===== config.mk =====
export PLATFORM = sky130hd
export DESIGN_NAME = rcv_ctrl
export DESIGN_NICKNAME = d
export VERILOG_FILES = /design/src/rtl/rcv_ctrl.sv
export SDC_FILE = /design/constraint.sdc
export NUM_CORES = 1
export LEC_CHECK = 0
export ABC_AREA = 0
export CORE_MARGIN = 1
export CORE_UTILIZATION = 45
export CTS_BUF_LIST = sky130_fd_sc_hd__clkbuf_8
export CTS_CLUSTER_SIZE = 24
export DETAILED_ROUTE_END_ITERATION = 6
export HOLD_SLACK_MARGIN = 0.12
export PLACE_DENSITY = 0.68
export SLEW_MARGIN = 20
export SYNTH_ARGS = -nofsm -noshare
export SYNTH_HDL_FRONTEND = slang
export SYNTH_SLANG_ARGS = --single-unit

===== constraint.sdc =====
create_clock -name clk -period 1.6 [get_ports clk]
set_clock_uncertainty 0.1 [all_clocks]
set_input_delay 0.16 -clock clk [delete_from_list [all_inputs] [get_ports clk]]
set_output_delay 0.16 -clock clk [all_outputs]
set_load 0.01 [all_outputs]

===== src/rtl/rcv_ctrl.sv =====
// rtl/rcv_ctrl.sv - UART receive control: start qualification, bit-centre strobes, stop check
//
// Ports:
//   clk            system clock, all state changes on the rising edge
//   n_rst          asynchronous active-low reset
//   serial_in      raw RX line (idles high), synchronized internally
//   stop_bit       captured stop bit (MSB of the external shift register)
//   shift_strobe   one-cycle pulse at each bit centre (shift enable)
//   load_buffer    one-cycle pulse when a frame with a good stop bit is captured
//   framing_error  sticky; set by a bad stop bit, cleared by the next valid start
//   rx_busy        high whenever the FSM is not idle
//
// Optional feature macro: RCV_GLITCH_REJECT_EN. When defined, the start bit is
// re-sampled at its centre and a line that has returned high aborts the frame.
// When undefined, START always proceeds to RECV after half a bit.

module rcv_ctrl #(
  parameter int CLKS_PER_BIT = 10,
  parameter int DATA_BITS    = 8
) (
  input  logic clk,
  input  logic n_rst,
  input  logic serial_in,
  input  logic stop_bit,
  output logic shift_strobe,
  output logic load_buffer,
  output logic framing_error,
  output logic rx_busy
);

  localparam int TW = $clog2(CLKS_PER_BIT);
  localparam int BW = $clog2(DATA_BITS + 2);

  // Timer value of the start-bit centre, and of each data-bit centre
  // (the RECV timer starts at the start-bit centre, so a full bit later
  // lands on the next bit centre).
  localparam logic [TW-1:0] T_HALF = TW'(CLKS_PER_BIT / 2 - 1);
  localparam logic [TW-1:0] T_LAST = TW'(CLKS_PER_BIT - 1);
  // Data bits plus the stop bit.
  localparam logic [BW-1:0] B_LAST = BW'(DATA_BITS + 1);

  typedef enum logic [2:0] {
    IDLE,
    START,
    RECV,
    STOP_CHK,
    LOAD
  } state_t;

  state_t          state, state_next;
  logic [TW-1:0]   timer, timer_next;
  logic [BW-1:0]   bit_cnt, bit_cnt_next;
  logic            fe_next;

  logic rx_meta, rx_sync, rx_prev;
  logic start_det;

  // Two-flop synchronizer plus one history flop for edge detection. All reset
  // high so that a reset never looks like a falling edge.
  always_ff @(posedge clk or negedge n_rst) begin
    if (!n_rst) begin
      rx_meta <= 1'b1;
      rx_sync <= 1'b1;
      rx_prev <= 1'b1;
    end else begin
      rx_meta <= serial_in;
      rx_sync <= rx_meta;
      rx_prev <= rx_sync;
    end
  end

  assign start_det = rx_prev & ~rx_sync;

  always_ff @(posedge clk or negedge n_rst) begin
    if (!n_rst) begin
      state         <= IDLE;
      timer         <= '0;
      bit_cnt       <= '0;
      framing_error <= 1'b0;
    end else begin
      state         <= state_next;
      timer         <= timer_next;
      bit_cnt       <= bit_cnt_next;
      framing_error <= fe_next;
    end
  end

  // Strobe and load pulses are decoded only from registered state and timer,
  // so they cannot glitch on the asynchronous-origin line or on stop_bit.
  always_comb begin
    state_next   = state;
    timer_next   = timer + TW'(1);
    bit_cnt_next = bit_cnt;
    fe_next      = framing_error;
    shift_strobe = 1'b0;
    load_buffer  = 1'b0;

    case (state)
      IDLE: begin
        timer_next = '0;
        if (start_det) begin
          state_next   = START;
          bit_cnt_next = '0;
        end
      end

      START: begin
        if (timer == T_HALF) begin
          timer_next = '0;
`ifdef RCV_GLITCH_REJECT_EN
          if (!rx_sync) begin
            state_next = RECV;
            fe_next    = 1'b0;
          end else begin
            state_next = IDLE;
          end
`else
          state_next = RECV;
          fe_next    = 1'b0;
`endif
        end
      end

      RECV: begin
        if (timer == T_LAST) begin
          timer_next   = '0;
          shift_strobe = 1'b1;
          bit_cnt_next = bit_cnt + BW'(1);
          if (bit_cnt + BW'(1) == B_LAST) begin
            state_next = STOP_CHK;
          end
        end
      end

      // One cycle after the final shift, so stop_bit reflects the stop bit.
      STOP_CHK: begin
        timer_next = '0;
        if (stop_bit) begin
          state_next = LOAD;
        end else begin
          state_next = IDLE;
          fe_next    = 1'b1;
        end
      end

      LOAD: begin
        timer_next  = '0;
        load_buffer = 1'b1;
        state_next  = IDLE;
      end

      default: begin
        timer_next = '0;
        state_next = IDLE;
      end
    endcase
  end

  assign rx_busy = (state != IDLE);

endmodule


==> results.txt, run 1 <==
Pwr dens = 1320 nW/um^2
Die area = 1870 um^2
# setup viols final = 0
Mapped Area = 766 um^2
CP arrival = 1620 ps
Area grow syn2layout = 35.9%
Syn nets = 82
Worst setup path category = flip-flop to flip-flop
# IOs = 8
Worst setup margin = 13.1 ps
Worst-margin pin slew = 239 ps
Max-slew headroom = 84.0%
Largest net degree at the start of global routing = 16
R2R depth = 8
# rows = 14
Initial antenna violation count = 0
Root Driver = clkbuf_8
Total core area = 1540 um^2
Clk_lat worst skew = 240 ps
Max Root-Sink Buffers = 2
Total net switching power = 0.445 mW
CTS Buf Count = 3
Clock Sinks = 15
Internal = 0.926 mW
Switch share = 32.5%
Routability congestion estimate = 0.796
Leakage = 0.498 nW
Detailed Route Iter0 Violations = 4
Number of diodes = 0
#FFs+latches synth = 15
Top FF cell, synth = dfrtp_1
Synth warn = 0
PortBufs = 7
Slowest-stage cell, CP = dfrtp_1
Power, Total = 1.37 mW
GRT overflow = 0
Clk pwr share = 21.6%
Synth async-reset ratio = 100%
Finished Layout Cells = 114
Die X-Extent = 43.3 um
Layout cells sized above 1 = 31.6%
Syn Area/Cell = 10.5 um^2
Vias in the first global route = 519
CP Cell Sequence = inv_2, ha_4, and3b_1, nand3_2, inv_2, buf_6, nor2_4, mux2_4
Worst-path maximum fanout = 6
Global-route wire length before repair = 2260 um
Die Height = 43.3 um
CP Launch Type = flip-flop
Dpl cells = 108
Critical Path Most Common Cell = inv_2
DR vias/cell = 4.97
Sequential fraction of the synthesis area = 49.5%
CP max stage delay = 390 ps
Final HPWL DP = 911 um
Post-synth EDFFs = 0
Syn Inst Count = 73
Via count = 567
Yosys cell types = 27
Register area = 379 um^2
Combinational fraction of design power = 41.5%
Max Cap Viol = 0
Fin nets = 108
DR WL/cell = 11.2 um
Critical Path RT = 1630 ps
Multi-input logic area = 390 um^2
H-tree Lvls = 1
Finished Core Util = 67.5%
Final Max Slew Viols = 0
Peak supply drop = 841 uV
Share of power burned in registers = 37.0%
Fin crit share = 99.2%
Status = completed
Fill count = 121
Clock Pin Slew Worst Setup and Hold Paths = 60 ps
RSZ-0062 raised after global routing = yes
FMAX = 0.630 GHz
Hold/Removal Path Class = input port to asynchronous set/reset pin
Pre-Repair DR Iteration Count = 4
Post-route ant nets = 0
Initial Util = 49.7%
All-Layer GR Usage = 17.0%
Setup TNS = 0 ps
Pre-CTS setup slack = -124 ps
Most frequent cells in the layout = 12 x dfrtp_1, 12 x buf_4, 11 x nor2_1
CTS tree = yes
Total wire length = 1270 um
Final Hold Viols = 0
Residual DRC = 0
Critical Path End Type = flip-flop
Final Critical Period = 1590 ps
sequential cells by signal, summed over array words and instances (netlist names):
signal and flops:
state 3, rx_prev 1, rx_meta 1, timer 4, bit_cnt 4, rx_sync 1
framing_error 1
final timing paths:
| check | start | to | slack [ps] |
|---|---|---|---|
| max | timer[1]$_DFF_PN0_ | bit_cnt[0]$_DFFE_PN0P_ | 10 |
| min | n_rst | timer[3]$_DFF_PN0_ | 120 |
| max reg2reg | timer[1]$_DFF_PN0_ | bit_cnt[0]$_DFFE_PN0P_ | 10 |
| min reg2reg | rx_meta$_DFF_PN1_ | rx_sync$_DFF_PN1_ | 260 |
| max in group asynchronous | n_rst | rx_prev$_DFF_PN1_ | 1030 |
| min in group clk | serial_in | rx_meta$_DFF_PN1_ | 220 |
per-stage QoR:
stage               hold slack (ps)  area [um^2]
finish                          122         1040
global placement                249          946
detailed placement              251          946
CTS                             124         1010
global route                    159         1040
floorplan                      -236          766
per-layer routing:
| metal | share of wire, % | track usage, % |
|---|---|---|
| met1 | 48 | 22.7 |
| met2 | 45 | 24.5 |
| met3 | 5.0 | 6.38 |
| met4 | 1.4 | 7.27 |
| met5 | 0 | 0 |
cell families (layout without fill, tap and decap cells):
family	count (synthesis)	count (layout)	synth area share [%]
xor+xnor	3	3	3.43
compound gates	8	8	7.03
simple gates	33	33	24.2
flops	15	15	49.5
fa+ha+maj	5	5	8.17
buf+inv	6	31	2.94
mux	3	3	4.74
power by group through the flow:
stage / sequential [mW] / combinational [mW] / clock, mW
final: 0.507 / 0.569 / 0.296
after detailed placement: 0.516 / 0.518 / 0
after global routing: 0.517 / 0.637 / 0.325
after global placement: 0.511 / 0.513 / 0
after floorplan: 0.528 / 0.269 / 0
after CTS: 0.502 / 0.553 / 0.311
timing repair:
item,in CTS,in global routing
setup endpoints to repair,6,5
pin swaps,1,6
buffers inserted,2,0
hold buffers,0,0
gates resized for setup,11,5
synth_stat cells, types with 2 or more instances:
master     n  share of area [%]
o21ai_0    2                1.3
a21oi_1    2                1.3
nor2_1    11                5.4
ha_1       5                8.2
nor2b_1    3                2.5
a22o_1     2                2.3
inv_1      5                2.5
dfstp_2    3                 10
nand2_1    5                2.5
dfrtp_1   12                 39
nand3b_1   2                2.0
xnor2_1    2                2.3
nand3_1    4                2.6
nand2b_1   2                1.6
critical path, delay by kind of cell (launching register included):
kind                     cells  cell delay [ps]
flip-flops                   1              390
AND/OR/NAND/NOR              3              340
buffers and inverters        3              280
multiplexers                 1              260
adder cells (fa/ha/maj)      1              110
layout make-up:
class,instances,share of cell area [%]
Clock buffer,3,3.97
Clock inverter,1,0.481
Inverter,6,2.16
Multi-Input combinational cell,52,37.5
Sequential cell,15,36.4
Tap cell,16,1.92
Timing Repair Buffer,21,17.5
Note: power is estimated with default switching activity, not from simulation.
==> run 2: changes to the inputs <==
- SLEW_MARGIN: 20 -> default
==> results of run 2 <==
Same layout as run 1: the final DEF is identical, and so are final timing and power.
